**src/rtl/wb_trace_buf_pkg.sv**
```systemverilog
// Shared types and sizing helpers for the wb_trace_buf retirement-trace capture block.
// The TRACE_TS_EN macro adds a 32-bit timestamp field to every stored entry.
package wb_trace_buf_pkg;

    typedef enum logic [1:0] {
        ST_IDLE  = 2'd0,
        ST_ARMED = 2'd1,
        ST_POST  = 2'd2,
        ST_DONE  = 2'd3
    } trace_state_e;

    localparam int GP_W = 4;
    localparam int TS_W = 32;

    // Stored entry layout, LSB first: tgt_gp, result, instr, pc[, ts].
    function automatic int entry_width(input int pc_w, input int instr_w, input int data_w);
`ifdef TRACE_TS_EN
        return pc_w + instr_w + data_w + GP_W + TS_W;
`else
        return pc_w + instr_w + data_w + GP_W;
`endif
    endfunction

endpackage

```
**src/rtl/wb_trace_buf_ram.sv**
```systemverilog
// Trace storage: DEPTH x W array with one synchronous write port and one asynchronous read port.
// Contents are intentionally not reset; validity is tracked by the pointers in wb_trace_buf.
module wb_trace_buf_ram #(
    parameter int DEPTH = 16,
    parameter int AW    = 4,
    parameter int W     = 76
) (
    input  logic          iw_clk,
    input  logic          iw_we,
    input  logic [AW-1:0] iw_waddr,
    input  logic [W-1:0]  iw_wdata,
    input  logic [AW-1:0] iw_raddr,
    output logic [W-1:0]  ow_rdata
);

    logic [W-1:0] r_mem [DEPTH];

    // Capture one entry per enabled write.
    always_ff @(posedge iw_clk) begin
        if (iw_we) begin
            r_mem[iw_waddr] <= iw_wdata;
        end
    end

    assign ow_rdata = r_mem[iw_raddr];

endmodule

```
**src/rtl/wb_trace_buf.sv**
```systemverilog
// Retirement-trace ring buffer with arm / PC-trigger / post-capture and a valid/ready drain port.
// Define TRACE_TS_EN to store a free-running 32-bit cycle timestamp with each entry (adds ow_rd_ts).
module wb_trace_buf
    import wb_trace_buf_pkg::*;
#(
    parameter int PC_W     = 24,
    parameter int INSTR_W  = 24,
    parameter int DATA_W   = 24,
    parameter int DEPTH    = 16,
    parameter int POST_CNT = 8
) (
    input  logic                       iw_clk,
    input  logic                       iw_rst,
    input  logic                       iw_wb_valid,
    input  logic [PC_W-1:0]            iw_wb_pc,
    input  logic [INSTR_W-1:0]         iw_wb_instr,
    input  logic [DATA_W-1:0]          iw_wb_result,
    input  logic [GP_W-1:0]            iw_wb_tgt_gp,
    input  logic                       iw_arm,
    input  logic [PC_W-1:0]            iw_trig_pc,
    input  logic                       iw_rd_ready,
    output logic [1:0]                 ow_state,
    output logic [$clog2(DEPTH):0]     ow_count,
    output logic                       ow_rd_valid,
    output logic [PC_W-1:0]            ow_rd_pc,
    output logic [INSTR_W-1:0]         ow_rd_instr,
    output logic [DATA_W-1:0]          ow_rd_result,
    output logic [GP_W-1:0]            ow_rd_tgt_gp
`ifdef TRACE_TS_EN
    ,
    output logic [TS_W-1:0]            ow_rd_ts
`endif
);

    localparam int AW      = $clog2(DEPTH);
    localparam int CW      = AW + 1;
    localparam int EW      = entry_width(PC_W, INSTR_W, DATA_W);
    localparam int OFF_RES = GP_W;
    localparam int OFF_INS = OFF_RES + DATA_W;
    localparam int OFF_PC  = OFF_INS + INSTR_W;

    localparam logic [AW-1:0] PTR_INC = {{(AW-1){1'b0}}, 1'b1};
    localparam logic [CW-1:0] CNT_INC = {{(CW-1){1'b0}}, 1'b1};
    localparam logic [CW-1:0] DEPTH_C = CW'(DEPTH);
    localparam logic [CW-1:0] POST_C  = CW'(POST_CNT);

    trace_state_e    r_state;
    trace_state_e    w_state_nxt;
    logic [AW-1:0]   r_wr_ptr;
    logic [AW-1:0]   w_wr_ptr_nxt;
    logic [AW-1:0]   r_rd_ptr;
    logic [AW-1:0]   w_rd_ptr_nxt;
    logic [CW-1:0]   r_count;
    logic [CW-1:0]   w_count_nxt;
    logic [CW-1:0]   r_post;
    logic [CW-1:0]   w_post_nxt;
    logic            w_we;
    logic            w_rd_valid;
    logic [EW-1:0]   w_wdata;
    logic [EW-1:0]   w_rdata;

`ifdef TRACE_TS_EN
    logic [TS_W-1:0] r_ts;

    // Free-running cycle counter; only reset clears it, arm does not.
    always_ff @(posedge iw_clk or negedge iw_rst) begin
        if (!iw_rst) begin
            r_ts <= 32'd0;
        end else begin
            r_ts <= r_ts + 32'd1;
        end
    end
`endif

    // Pack the retiring instruction into the RAM entry layout.
    always_comb begin
        w_wdata                       = '0;
        w_wdata[GP_W-1:0]             = iw_wb_tgt_gp;
        w_wdata[OFF_RES +: DATA_W]    = iw_wb_result;
        w_wdata[OFF_INS +: INSTR_W]   = iw_wb_instr;
        w_wdata[OFF_PC +: PC_W]       = iw_wb_pc;
`ifdef TRACE_TS_EN
        w_wdata[OFF_PC + PC_W +: TS_W] = r_ts;
`endif
    end

    wb_trace_buf_ram #(
        .DEPTH (DEPTH),
        .AW    (AW),
        .W     (EW)
    ) u_ram (
        .iw_clk   (iw_clk),
        .iw_we    (w_we),
        .iw_waddr (r_wr_ptr),
        .iw_wdata (w_wdata),
        .iw_raddr (r_rd_ptr),
        .ow_rdata (w_rdata)
    );

    assign w_rd_valid = (r_state == ST_DONE) && (r_count != '0);

    // Next-state, pointer and counter logic; arm overrides any capture or read in the same cycle.
    always_comb begin
        w_state_nxt  = r_state;
        w_wr_ptr_nxt = r_wr_ptr;
        w_rd_ptr_nxt = r_rd_ptr;
        w_count_nxt  = r_count;
        w_post_nxt   = r_post;
        w_we         = 1'b0;
        if (iw_arm) begin
            w_state_nxt  = ST_ARMED;
            w_wr_ptr_nxt = '0;
            w_rd_ptr_nxt = '0;
            w_count_nxt  = '0;
            w_post_nxt   = '0;
        end else begin
            case (r_state)
                ST_IDLE: begin
                    w_state_nxt = ST_IDLE;
                end
                ST_ARMED: begin
                    w_we = iw_wb_valid;
                    if (iw_wb_valid && (iw_wb_pc == iw_trig_pc)) begin
                        w_post_nxt  = CNT_INC;
                        w_state_nxt = (POST_CNT == 1) ? ST_DONE : ST_POST;
                    end else begin
                        w_post_nxt  = r_post;
                    end
                end
                ST_POST: begin
                    w_we = iw_wb_valid;
                    if (iw_wb_valid) begin
                        w_post_nxt = r_post + CNT_INC;
                        if ((r_post + CNT_INC) == POST_C) begin
                            w_state_nxt = ST_DONE;
                        end else begin
                            w_state_nxt = ST_POST;
                        end
                    end else begin
                        w_post_nxt = r_post;
                    end
                end
                ST_DONE: begin
                    if (w_rd_valid && iw_rd_ready) begin
                        w_rd_ptr_nxt = r_rd_ptr + PTR_INC;
                        w_count_nxt  = r_count - CNT_INC;
                    end else begin
                        w_count_nxt  = r_count;
                    end
                end
                default: begin
                    w_state_nxt = ST_IDLE;
                end
            endcase
            // A full ring drops its oldest entry so the newest retire always lands.
            if (w_we) begin
                w_wr_ptr_nxt = r_wr_ptr + PTR_INC;
                if (r_count == DEPTH_C) begin
                    w_rd_ptr_nxt = r_rd_ptr + PTR_INC;
                end else begin
                    w_count_nxt  = r_count + CNT_INC;
                end
            end else begin
                w_wr_ptr_nxt = r_wr_ptr;
            end
        end
    end

    // State, pointer and counter registers.
    always_ff @(posedge iw_clk or negedge iw_rst) begin
        if (!iw_rst) begin
            r_state  <= ST_IDLE;
            r_wr_ptr <= '0;
            r_rd_ptr <= '0;
            r_count  <= '0;
            r_post   <= '0;
        end else begin
            r_state  <= w_state_nxt;
            r_wr_ptr <= w_wr_ptr_nxt;
            r_rd_ptr <= w_rd_ptr_nxt;
            r_count  <= w_count_nxt;
            r_post   <= w_post_nxt;
        end
    end

    // Read fields are forced to zero whenever no entry is presented.
    always_comb begin
        if (w_rd_valid) begin
            ow_rd_pc     = w_rdata[OFF_PC +: PC_W];
            ow_rd_instr  = w_rdata[OFF_INS +: INSTR_W];
            ow_rd_result = w_rdata[OFF_RES +: DATA_W];
            ow_rd_tgt_gp = w_rdata[GP_W-1:0];
`ifdef TRACE_TS_EN
            ow_rd_ts     = w_rdata[OFF_PC + PC_W +: TS_W];
`endif
        end else begin
            ow_rd_pc     = '0;
            ow_rd_instr  = '0;
            ow_rd_result = '0;
            ow_rd_tgt_gp = '0;
`ifdef TRACE_TS_EN
            ow_rd_ts     = '0;
`endif
        end
    end

    assign ow_state    = r_state;
    assign ow_count    = r_count;
    assign ow_rd_valid = w_rd_valid;

endmodule

```
**config.mk**
```make
export PLATFORM = sky130hd
export DESIGN_NAME = wb_trace_buf
export DESIGN_NICKNAME = d
export VERILOG_FILES = /design/src/rtl/wb_trace_buf_pkg.sv /design/src/rtl/wb_trace_buf_ram.sv /design/src/rtl/wb_trace_buf.sv
export SDC_FILE = /design/constraint.sdc
export NUM_CORES = 1
export LEC_CHECK = 0
export ABC_CLOCK_PERIOD_IN_PS = 6700
export CAP_MARGIN = 25
export CORE_MARGIN = 3
export CORE_UTILIZATION = 55
export CTS_BUF_LIST = sky130_fd_sc_hd__clkbuf_16
export DETAILED_ROUTE_END_ITERATION = 6
export PLACE_DENSITY = 0.87
export SLEW_MARGIN = 5
export SYNTH_ARGS = -nofsm -noshare
export SYNTH_HDL_FRONTEND = slang
export SYNTH_HIERARCHICAL = 1
export SYNTH_SLANG_ARGS = --single-unit
```
**constraint.sdc**
```tcl
create_clock -name iw_clk -period 6.7 [get_ports iw_clk]
set_input_delay 1.34 -clock iw_clk [delete_from_list [all_inputs] [get_ports iw_clk]]
set_output_delay 1.34 -clock iw_clk [all_outputs]
set_load 0.03 [all_outputs]
```
==> flow_summary.ini <==
[run_status]
status = finished clean

[synth]
async_reset_ff_share_pct = 1.62
ys_seq_elements = 1236
yosysSeqAreaShare_pct = 77.7
syn_avg_cell_area_um2 = 22.1
synthCells = 2154
synthFlopType = edfxtp_1
synth_nets = 2268
synth_area_leader_cell = edfxtp_1
synth.distinct_cells = 51
synth.most_common_cell = edfxtp_1
synth_edf_count = 1216
yosys_warnings = 6
synth_area_mm2 = 0.0476
synthTopCellsByCount = edfxtp_1, mux4_2, a22oi_1
synthTopCellsByArea = edfxtp_1, mux4_2, a22oi_1, dfrtp_1, and3_1
yosysTopAreaCellShare_pct = 76.7

[power_and_ir_drop]
p_comb_share_pct = 9.4
peakVddDrop_mv = 0.330
p_clk_share_pct = 38.4
p_switching_uw = 3790
p_leak_uw = 0.0170
power.density_mw_per_mm2 = 306
p_sw_share_pct = 22.6
total_power_uw = 16800
pwr-share-seq_pct = 52.2
internal_power_uw = 13000

[timing]
tns_ns = 0
worst_pin_slew_ns = 1.13
finalHoldViolations = 0
setup_viol = 0
slew_viol_final = 0
finalCritPeriodShare_pct = 78.3
post-route-min-period_ns = 5.25
rsz0062_at_grt = false
fin_skew_ns = 0.0300
maxSlewHeadroom_pct = 24.6
fmax_mhz = 191

[floorplan]
rows = 107
start_util_pct = 55.7
core_area_mm2 = 0.0855
dieArea_mm2 = 0.0902
fp.dieW_um = 300
ioPinCount = 189
die_y_um = 300

[routing]
drt_iter0_markers = 3121
drc = 0
firstDrtPassIters = 6
via_count = 24400
ant_nets = 0
vias_per_cell = 6.73
drt_wl_total_um = 119000
routedWlPerCell_um = 32.6

[cts]
numCtsBuffers = 113
cts_root_buffer = clkbuf_16
h-tree-depth = 3
holdBufCountCts = 0
cts_tree = done
clock_latency_ns = 0.67
postCtsSetupBuffers = 0
clockBufferDepth = 3
clk_pin_slew_ns = 0.06
cts.sinks = 1236
cts_resized = 0

[hold_path]
worstHoldEndpoint = ow_count[3]$_DFF_PN0_
worstHoldPathCells = 1
min_path_type = flop to flop
min_from = ow_count[3]$_DFF_PN0_

[grt]
first_global_vias = 25800
grt_usage_pct = 26.7
grt_pass1_wl_um = 174000
antenna_found_initial = 11
grt_start_max_net_pins = 88
gr-total-overflow = 0

[finish]
nets = 2503
drive_gt1_share_pct = 22.2
fin_area_mm2 = 0.0549
fill_cells = 5230
stdcell_count = 3633
area_growth_pct = 15.2

[critical_path]
ff2ff_setup_slack_ns = 3.28
r2r_start = ow_state[0]$_DFFE_PN0P_
regToRegEndpoint = u_ram/r_mem[0][65]$_DFFE_PP_
cp.required_ns = 5.36
crit_path_end_kind = output port
arrival_ns = 3.91
crit_type = flop to output port
cp_max_fo = 32
ff2ff_path_depth = 7
crit_path_start_kind = flop

[placed_design]
dpl.cell_count = 3415
place_area_mm2 = 0.0511
gp_congestion = 0.752
hpwl_um = 58300
port-buffer-count = 188

[flow_run]
cap_violations = 0
==> flip-flops by register name, summed over array words and instances, names as in the netlist <==
| name | count |
|---|---|
| u_ram/r_mem | 1216 |
| r_wr_ptr | 4 |
| ow_state | 2 |
| ow_count | 5 |
| r_post | 5 |
| r_rd_ptr | 4 |
==> power groups by stage <==
stage,Sequential [uW],Clock [uW],Combinational [uW]
final,8770,6440,1580
after global routing,8770,6800,1680
after CTS,8760,6510,1560
after detailed placement,8920,0,1530
after global placement,8900,0,1480
after floorplan,8910,0,899
==> layout make-up <==
cell class / instances / area [um^2] / area share, %
Antenna cell: 8 / 20.0 / 0.0365
Clock buffer: 115 / 2880 / 5.25
Clock inverter: 92 / 833 / 1.52
Inverter: 5 / 18.8 / 0.0342
Multi-Input combinational cell: 789 / 10100 / 18.5
Sequential cell: 1236 / 37000 / 67.5
Tap cell: 1144 / 1430 / 2.61
Timing Repair Buffer: 244 / 2530 / 4.61
==> critical path, stage by stage (launching register included) <==
cell,delay (ns)
dfrtp_4,0.90
buf_4,0.53
mux4_2,0.58
a22oi_1,0.26
nand2_1,0.11
and3_1,0.19
clkdlybuf4s50_1,0.62
==> worst max-delay path by stage <==
stage / from / end / slack (ns) / depth (start not counted)
floorplan: iw_arm / u_ram/r_mem[1][0]$_DFFE_PP_ / 0.56 / 5
global placement: r_rd_ptr[0]$_DFF_PN0_ / ow_rd_instr[13] / 2.11 / 6
detailed placement: iw_arm / u_ram/r_mem[5][38]$_DFFE_PP_ / 2.07 / 5
CTS: r_rd_ptr[0]$_DFF_PN0_ / ow_rd_result[4] / 1.36 / 6
global route: r_rd_ptr[0]$_DFF_PN0_ / ow_rd_result[19] / 1.24 / 6
finish: r_rd_ptr[0]$_DFF_PN0_ / ow_rd_instr[13] / 1.45 / 6
==> layout by cell type (no fill, tap or decap), types with 5 or more instances in the layout <==
master	n
edfxtp_1	1216
mux4_2	304
clkdlybuf4s50_1	188
a22oi_1	153
clkbuf_16	115
nand2_1	98
and3_1	76
buf_4	38
inv_1	27
xnor2_1	27
clkinv_1	27
clkinv_2	21
dfrtp_1	18
bufinv_16	16
buf_12	16
nor2_1	15
nand4_1	13
nor2_4	13
diode_2	8
ha_1	8
nand3_1	7
a31oi_1	7
xor2_1	5
a21oi_1	5
nand2b_1	5
==> cells by family after synthesis <==
group	count (synthesis)	synth area share [%]
flops	1236	77.7
mux	308	14.5
simple gates	263	2.85
compound gates	177	2.77
buf+inv	129	1.36
xor+xnor	32	0.589
fa+ha+maj	9	0.236
==> stage by stage <==
step	hold WS (ns)	util (%)	setup WS, ns
5_1_grt	0.626	64.1	1.24
3_3_place_gp	0.549	59.7	2.11
3_5_place_dp	0.575	59.7	2.07
2_1_floorplan	0.530	-	0.558
4_1_cts	0.589	64.0	1.36
6_report	0.595	64.1	1.45
==> metal layers <==
layer / wire length, um / GRT usage (%)
met5: 28 / 0
met4: 4940 / 11.6
met3: 11400 / 4.79
met2: 61700 / 45.2
met1: 40500 / 34.3
Power figures use the tool's default switching activity.
